File: config.mk
export PLATFORM = sky130hd
export DESIGN_NAME = dice_roller_flat
export DESIGN_NICKNAME = d
export VERILOG_FILES = /design/src/rtl/dice_roller_if.sv /design/src/rtl/dice_roller.sv /design/src/flat_wrapper.sv
export SDC_FILE = /design/constraint.sdc
export NUM_CORES = 1
export LEC_CHECK = 0
export BUFFER_PORTS_ARGS = -buffer_cell sky130_fd_sc_hd__buf_2
export CAP_MARGIN = 20
export CORE_AREA = 2 2 65 67
export CTS_BUF_LIST = sky130_fd_sc_hd__clkbuf_4 sky130_fd_sc_hd__clkbuf_8 sky130_fd_sc_hd__clkbuf_16
export DETAILED_ROUTE_END_ITERATION = 10
export DIE_AREA = 0 0 67 69
export PLACE_DENSITY = 0.69
export SLEW_MARGIN = 20
export SYNTH_ARGS = -nofsm -noshare
export SYNTH_HDL_FRONTEND = slang
export SYNTH_SLANG_ARGS = --single-unit
File: constraint.sdc
create_clock -name clk -period 6.8 [get_ports clk]
set_clock_uncertainty 0.1 [all_clocks]
set_input_delay 1.02 -clock clk [delete_from_list [all_inputs] [get_ports clk]]
set_output_delay 1.02 -clock clk [all_outputs]
set_load 0.01 [all_outputs]
File: src/rtl/dice_roller_if.sv
`default_nettype none
// ============================================================================
//  Module      : dice_roller_if
//  Description : Signal bundle between the dice roller and its environment:
//                enable, raw key, random byte in; face, status, counter and
//                two 7-segment digits out.
//  Revision    : 1.0 - initial release
// ============================================================================
interface dice_roller_if;
    logic       en;
    logic       key;
    // Random byte from the LFSR stage ("rand" itself is a reserved word).
    logic [7:0] rand_byte;
    logic [2:0] face;
    logic       busy;
    logic       done;
    logic [3:0] rolls;
    logic [6:0] seg0;
    logic [6:0] seg1;

    // Environment side: drives the inputs, observes the display outputs.
    modport master (
        output en, key, rand_byte,
        input  face, busy, done, rolls, seg0, seg1
    );

    // Roller side.
    modport slave (
        input  en, key, rand_byte,
        output face, busy, done, rolls, seg0, seg1
    );
endinterface
`default_nettype wire

File: src/rtl/dice_roller.sv
`default_nettype none
// ============================================================================
//  Module      : dice_roller
//  Description : Debounced push-button dice. Each accepted press runs a
//                rolling animation that draws faces 1..6 from the random byte
//                by rejection sampling, then shows the final face and bumps
//                a 4-bit roll counter. Both values drive active-low 7-segment
//                digits.
//  Revision    : 1.0 - initial release
// ============================================================================
module dice_roller #(
    parameter int DEB_CYCLES  = 16,
    parameter int TICK_CYCLES = 4,
    parameter int ROLL_STEPS  = 8
) (
    input  logic          clk,
    input  logic          rst,
    dice_roller_if.slave  bus
);

    localparam int c_DEB_W  = $clog2(DEB_CYCLES + 1);
    localparam int c_TICK_W = (TICK_CYCLES > 1) ? $clog2(TICK_CYCLES) : 1;
    localparam int c_STEP_W = (ROLL_STEPS > 1) ? $clog2(ROLL_STEPS) : 1;

    localparam logic [c_DEB_W-1:0]  c_DEB_LAST  = c_DEB_W'(DEB_CYCLES - 1);
    localparam logic [c_TICK_W-1:0] c_TICK_LAST = c_TICK_W'(TICK_CYCLES - 1);
    localparam logic [c_STEP_W-1:0] c_STEP_LAST = c_STEP_W'(ROLL_STEPS - 1);

    localparam logic [1:0] c_ST_IDLE = 2'd0;
    localparam logic [1:0] c_ST_ROLL = 2'd1;
    localparam logic [1:0] c_ST_SHOW = 2'd2;

    logic                r_key_meta;
    logic                r_key_s;
    logic [c_DEB_W-1:0]  r_deb_cnt;
    logic                r_key_stable;
    logic                r_key_stable_d;
    logic                w_press;

    logic [1:0]          r_state;
    logic [c_TICK_W-1:0] r_tick;
    logic [c_STEP_W-1:0] r_step;
    logic [2:0]          r_face;
    logic                r_busy;
    logic                r_done;
    logic [3:0]          r_rolls;

    logic [2:0]          w_sample;
    logic                w_accept;
    logic                w_unused;

    // Hex digit to active-low {g,f,e,d,c,b,a} segment pattern.
    function automatic logic [6:0] f_hex7(input logic [3:0] v);
        case (v)
            4'h0:    f_hex7 = 7'b1000000;
            4'h1:    f_hex7 = 7'b1111001;
            4'h2:    f_hex7 = 7'b0100100;
            4'h3:    f_hex7 = 7'b0110000;
            4'h4:    f_hex7 = 7'b0011001;
            4'h5:    f_hex7 = 7'b0010010;
            4'h6:    f_hex7 = 7'b0000010;
            4'h7:    f_hex7 = 7'b1111000;
            4'h8:    f_hex7 = 7'b0000000;
            4'h9:    f_hex7 = 7'b0010000;
            4'hA:    f_hex7 = 7'b0001000;
            4'hB:    f_hex7 = 7'b0000011;
            4'hC:    f_hex7 = 7'b1000110;
            4'hD:    f_hex7 = 7'b0100001;
            4'hE:    f_hex7 = 7'b0000110;
            default: f_hex7 = 7'b0001110;
        endcase
    endfunction

    // Two-flop synchronizer for the asynchronous key level.
    always_ff @(posedge clk) begin
        if (rst) begin
            r_key_meta <= 1'b0;
            r_key_s    <= 1'b0;
        end else begin
            r_key_meta <= bus.key;
            r_key_s    <= r_key_meta;
        end
    end

    // Debounce: accept a new level after DEB_CYCLES consecutive differing cycles.
    always_ff @(posedge clk) begin
        if (rst) begin
            r_deb_cnt      <= '0;
            r_key_stable   <= 1'b0;
            r_key_stable_d <= 1'b0;
        end else begin
            r_key_stable_d <= r_key_stable;
            if (r_key_s == r_key_stable) begin
                r_deb_cnt <= '0;
            end else if (r_deb_cnt == c_DEB_LAST) begin
                r_key_stable <= r_key_s;
                r_deb_cnt    <= '0;
            end else begin
                r_deb_cnt <= r_deb_cnt + 1'b1;
            end
        end
    end

    assign w_press  = r_key_stable & ~r_key_stable_d;

    // Only the low three bits form a candidate face; 0 and 7 are rejected.
    assign w_sample = bus.rand_byte[2:0];
    assign w_accept = (w_sample != 3'd0) && (w_sample != 3'd7);
    assign w_unused = &{1'b0, bus.rand_byte[7:3]};

    // Roll sequencer: IDLE -> ROLL (sample every TICK_CYCLES) -> SHOW -> IDLE.
    always_ff @(posedge clk) begin
        if (rst) begin
            r_state <= c_ST_IDLE;
            r_tick  <= '0;
            r_step  <= '0;
            r_face  <= 3'd1;
            r_busy  <= 1'b0;
            r_done  <= 1'b0;
            r_rolls <= 4'd0;
        end else begin
            r_done <= 1'b0;
            case (r_state)
                c_ST_IDLE: begin
                    r_tick <= '0;
                    r_step <= '0;
                    if (w_press && bus.en) begin
                        r_state <= c_ST_ROLL;
                        r_busy  <= 1'b1;
                    end
                end
                c_ST_ROLL: begin
                    if (!bus.en) begin
                        // Abort keeps the last accepted face and does not count.
                        r_state <= c_ST_IDLE;
                        r_busy  <= 1'b0;
                    end else if (r_tick == c_TICK_LAST) begin
                        r_tick <= '0;
                        if (w_accept) begin
                            r_face <= w_sample;
                            if (r_step == c_STEP_LAST) begin
                                r_state <= c_ST_SHOW;
                                r_busy  <= 1'b0;
                                r_done  <= 1'b1;
                                r_rolls <= r_rolls + 4'd1;
                            end else begin
                                r_step <= r_step + 1'b1;
                            end
                        end
                    end else begin
                        r_tick <= r_tick + 1'b1;
                    end
                end
                c_ST_SHOW: begin
                    r_state <= c_ST_IDLE;
                end
                default: begin
                    r_state <= c_ST_IDLE;
                    r_busy  <= 1'b0;
                end
            endcase
        end
    end

    assign bus.face  = r_face;
    assign bus.busy  = r_busy;
    assign bus.done  = r_done;
    assign bus.rolls = r_rolls;
    assign bus.seg0  = f_hex7({1'b0, r_face});
    assign bus.seg1  = f_hex7(r_rolls);

endmodule
`default_nettype wire
File: src/flat_wrapper.sv
// flat-port wrapper written by rule: the top's interface ports become plain ports
module dice_roller_flat 
#(
    parameter int DEB_CYCLES  = 16,
    parameter int TICK_CYCLES = 4,
    parameter int ROLL_STEPS  = 8
)
  (clk, rst, bus_en, bus_key, bus_rand_byte, bus_face, bus_busy, bus_done, bus_rolls, bus_seg0, bus_seg1);
  dice_roller_if bus_i ();
  input  logic clk;
  input  logic rst;
  input wire logic [$bits(bus_i.en)-1:0] bus_en;
  input wire logic [$bits(bus_i.key)-1:0] bus_key;
  input wire logic [$bits(bus_i.rand_byte)-1:0] bus_rand_byte;
  output wire logic [$bits(bus_i.face)-1:0] bus_face;
  output wire logic [$bits(bus_i.busy)-1:0] bus_busy;
  output wire logic [$bits(bus_i.done)-1:0] bus_done;
  output wire logic [$bits(bus_i.rolls)-1:0] bus_rolls;
  output wire logic [$bits(bus_i.seg0)-1:0] bus_seg0;
  output wire logic [$bits(bus_i.seg1)-1:0] bus_seg1;
  assign bus_i.en = bus_en;
  assign bus_i.key = bus_key;
  assign bus_i.rand_byte = bus_rand_byte;
  assign bus_face = bus_i.face;
  assign bus_busy = bus_i.busy;
  assign bus_done = bus_i.done;
  assign bus_rolls = bus_i.rolls;
  assign bus_seg0 = bus_i.seg0;
  assign bus_seg1 = bus_i.seg1;
  dice_roller #(.DEB_CYCLES(DEB_CYCLES), .TICK_CYCLES(TICK_CYCLES), .ROLL_STEPS(ROLL_STEPS)) u_core (.clk(clk), .rst(rst), .bus(bus_i));
endmodule
==> flow_metrics.tcl <==
set metrics [dict create \
    status "completed" \
    cp_num_buf_inv 2 \
    cts_resized 0 \
    synth_top_family_by_area "simple AND/OR/NAND/NOR gates" \
    setup-tns-final_ns 0 \
    worstSetupStartpointType "input port" \
    worstPathCellList "buf_2 -> and3_4 -> nor4b_4 -> xnor2_1 -> nor2_1 -> inv_1 -> ha_1 -> o21ai_0 -> o21ai_0 -> a221o_1 -> o21ai_0" \
    worst_pin_slew_ns 0.7775 \
    place_ws_ns 2.989 \
    total_leakage_power_nw 0.9197 \
    avgSynthCellArea_um2 9.549 \
    worst-endpoint-required_ns 6.92 \
    synth_compound_area_frac 0.1323 \
    io_buffers 29 \
    first_pass_iters 4 \
    yosysWarnings 0 \
    overflow 0 \
    die_y_um 69 \
    clockBufferDepth 2 \
    ys_seq_area_frac 0.4068 \
    min_path_type "reg2reg" \
    fmax_mhz 289.0 \
    mostFrequentLayoutCell "dfxtp_1" \
    via_per_inst 5.172 \
    ir_worst_vdd_v 0.0001252 \
    cts.sinks 39 \
    synthMuxAreaShare 0.06323 \
    clk-insertion-delay-late_ns 0.29 \
    finalWorstSetupSlack_ns 3.340 \
    critPathMaxStageDelay_ns 0.71 \
    grt_pass1_vias 1402 \
    fin_crit_ns 3.460 \
    dpl.hpwl_mm 2.381 \
    rows 23 \
    synth_xor_area_frac 0.03194 \
    synthAdderAreaFrac 0.1108 \
    setup_viol 0 \
    antennaDiodeCount 0 \
    synthesis.instances 201 \
    hold_violations 0 \
    synthesis.nets 230 \
    rsz0062_at_grt "no" \
    syn_area_um2 1919 \
    drv_slew 0 \
    yosys.area_share.simple 0.2021 \
    cp-end-kind "flop" \
    route.detailed.drc 0 \
    finalNetCount 259 \
    yosysUniqueCellTypes 45 \
    crit_top_cell "o21ai_0" \
    grt_max_degree 28 \
    cp.arrival_ns 3.58 \
    wl_per_cell_um 11.99 \
    dieArea_um2 4623 \
    gp_congestion 0.8084 \
    critPathSlowestCell "nor4b_4" \
    drt_first_iter_violations 61 \
    antenna_found_initial 0 \
    postCtsSetupBuffers 0 \
    powerDensity_nw_per_um2 177.0 \
    num_vias 1443 \
    design.core.area_um2 3914 \
    synth-seq-cells 39 \
    drive_gt1_frac 0.2052 \
    slew_headroom 0.4769 \
    path_delay_family "simple AND/OR/NAND/NOR gates" \
    initial_core_util 0.4904 \
    htreeDepth 2 \
    ios 35 \
    path_clk_slew_ns 0.07 \
    postRouteAntennaNets 0 \
    cts_inserted_buffers 5 \
    cts_tree "built" \
    area.growth.synth_to_final_pct 12.78 \
    grt_pass1_wl_mm 6.030 \
    cts_hold_buf 0 \
    period_share 0.5088 \
    route.final.wire_length_mm 3.346 \
    maxCapViolCount 0 \
    path_class "in2reg" \
    mostFrequentLayoutCells "dfxtp_1 (39), buf_2 (29), nor2_1 (21)" \
    die_w_um 67 \
    clock-root-buffer "clkbuf_8" \
    path_max_fanout 12 \
    fillers 395 \
    grt_usage 0.1674 \
]
-- final timing paths --
kind	to	slack [ns]	startpoint	cells past startpoint
hold / removal	u_core.r_key_s	0.34	u_core.r_key_meta	1
setup reg to reg	u_core.bus.seg1[4]	3.63	u_core.r_tick[0]	11
setup / recovery	u_core.bus.seg1[4]	3.34	bus_rand_byte[0]	11
hold reg to reg	u_core.r_key_s	0.34	u_core.r_key_meta	1
-- Yosys cell counts (all sizes together) --
library cell / count / share of area
nor3: 5 / 0.016
nand4: 1 / 0.0033
nand3: 3 / 0.0078
nand2: 8 / 0.016
xnor2: 4 / 0.018
dfxtp: 39 / 0.41
nor2b: 9 / 0.029
ha: 17 / 0.11
o21ai: 10 / 0.026
nor4: 2 / 0.0065
nand2b: 2 / 0.0065
and2b: 1 / 0.0046
nor3b: 3 / 0.012
mux2i: 11 / 0.057
and4b: 1 / 0.0052
inv: 16 / 0.033
buf: 3 / 0.012
a211oi: 4 / 0.018
nor4b: 1 / 0.012
a221oi: 1 / 0.0078
and3b: 1 / 0.0046
a22oi: 1 / 0.0039
and3: 3 / 0.012
a31oi: 2 / 0.014
nand4b: 1 / 0.012
o22ai: 5 / 0.016
nor2: 21 / 0.041
or2: 2 / 0.0065
mux2: 1 / 0.0059
and2: 1 / 0.0033
o311ai: 1 / 0.0046
a21oi: 10 / 0.026
clkbuf: 4 / 0.0078
or3: 1 / 0.0033
o221ai: 1 / 0.0046
xor2: 3 / 0.014
a221o: 2 / 0.010
-- where the power goes --
part	total (mW)	switching, mW	internal [mW]
logic	0.0103	0.00697	0.00336
registers	0.229	0.000321	0.229
clock network	0.143	0.0754	0.0680
-- cells by family after synthesis --
group           after synthesis
mux                          12
fa+ha+maj                    17
buf+inv                      23
compound gates               37
simple gates                 66
xor+xnor                      7
flops                        39
-- sequential cells by signal (all words and copies together), names as in the netlist, 2 cells and up --
name,flops
u_core.r_step,3
u_core.bus.face,3
u_core.bus.seg1,7
u_core.r_state,2
u_core.bus.rolls,4
u_core.r_tick,2
u_core.bus.seg0,7
u_core.r_deb_cnt,5
-- routing by layer --
| layer | up-vias | share of wire | GRT usage |
|---|---|---|---|
| met1 | 669 | 0.47 | 0.2094 |
| met3 | 7 | 0.039 | 0.05383 |
| met4 | 0 | 0.019 | 0.06803 |
| met2 | 20 | 0.47 | 0.2618 |
| li1 | 747 | - | - |
| met5 | - | 0 | 0 |
-- final cells by class --
cell class | count | area (um^2) | share of cell area
timing repair buffer | 29 | 145.1 | 0.06705
tap | 50 | 62.56 | 0.02890
multi-input combinational | 139 | 1037 | 0.4792
clock buffer | 5 | 68.82 | 0.03179
inverter | 16 | 62.56 | 0.02890
clock inverter | 1 | 7.507 | 0.003468
sequential | 39 | 780.7 | 0.3607
-- through the flow --
step	area [um^2]	instances	power (mW)	utilization	hold slack [ns]
floorplan	1919	201	0.2403	-	0.3138
global placement	2088	273	0.2448	0.5336	0.3217
detailed placement	2088	273	0.2449	0.5336	0.3298
CTS	2165	279	0.3883	0.5531	0.3463
global route	2165	279	0.3999	0.5531	0.3608
finish	2165	279	0.3830	0.5531	0.3426
(Power assumes the default switching activity.)
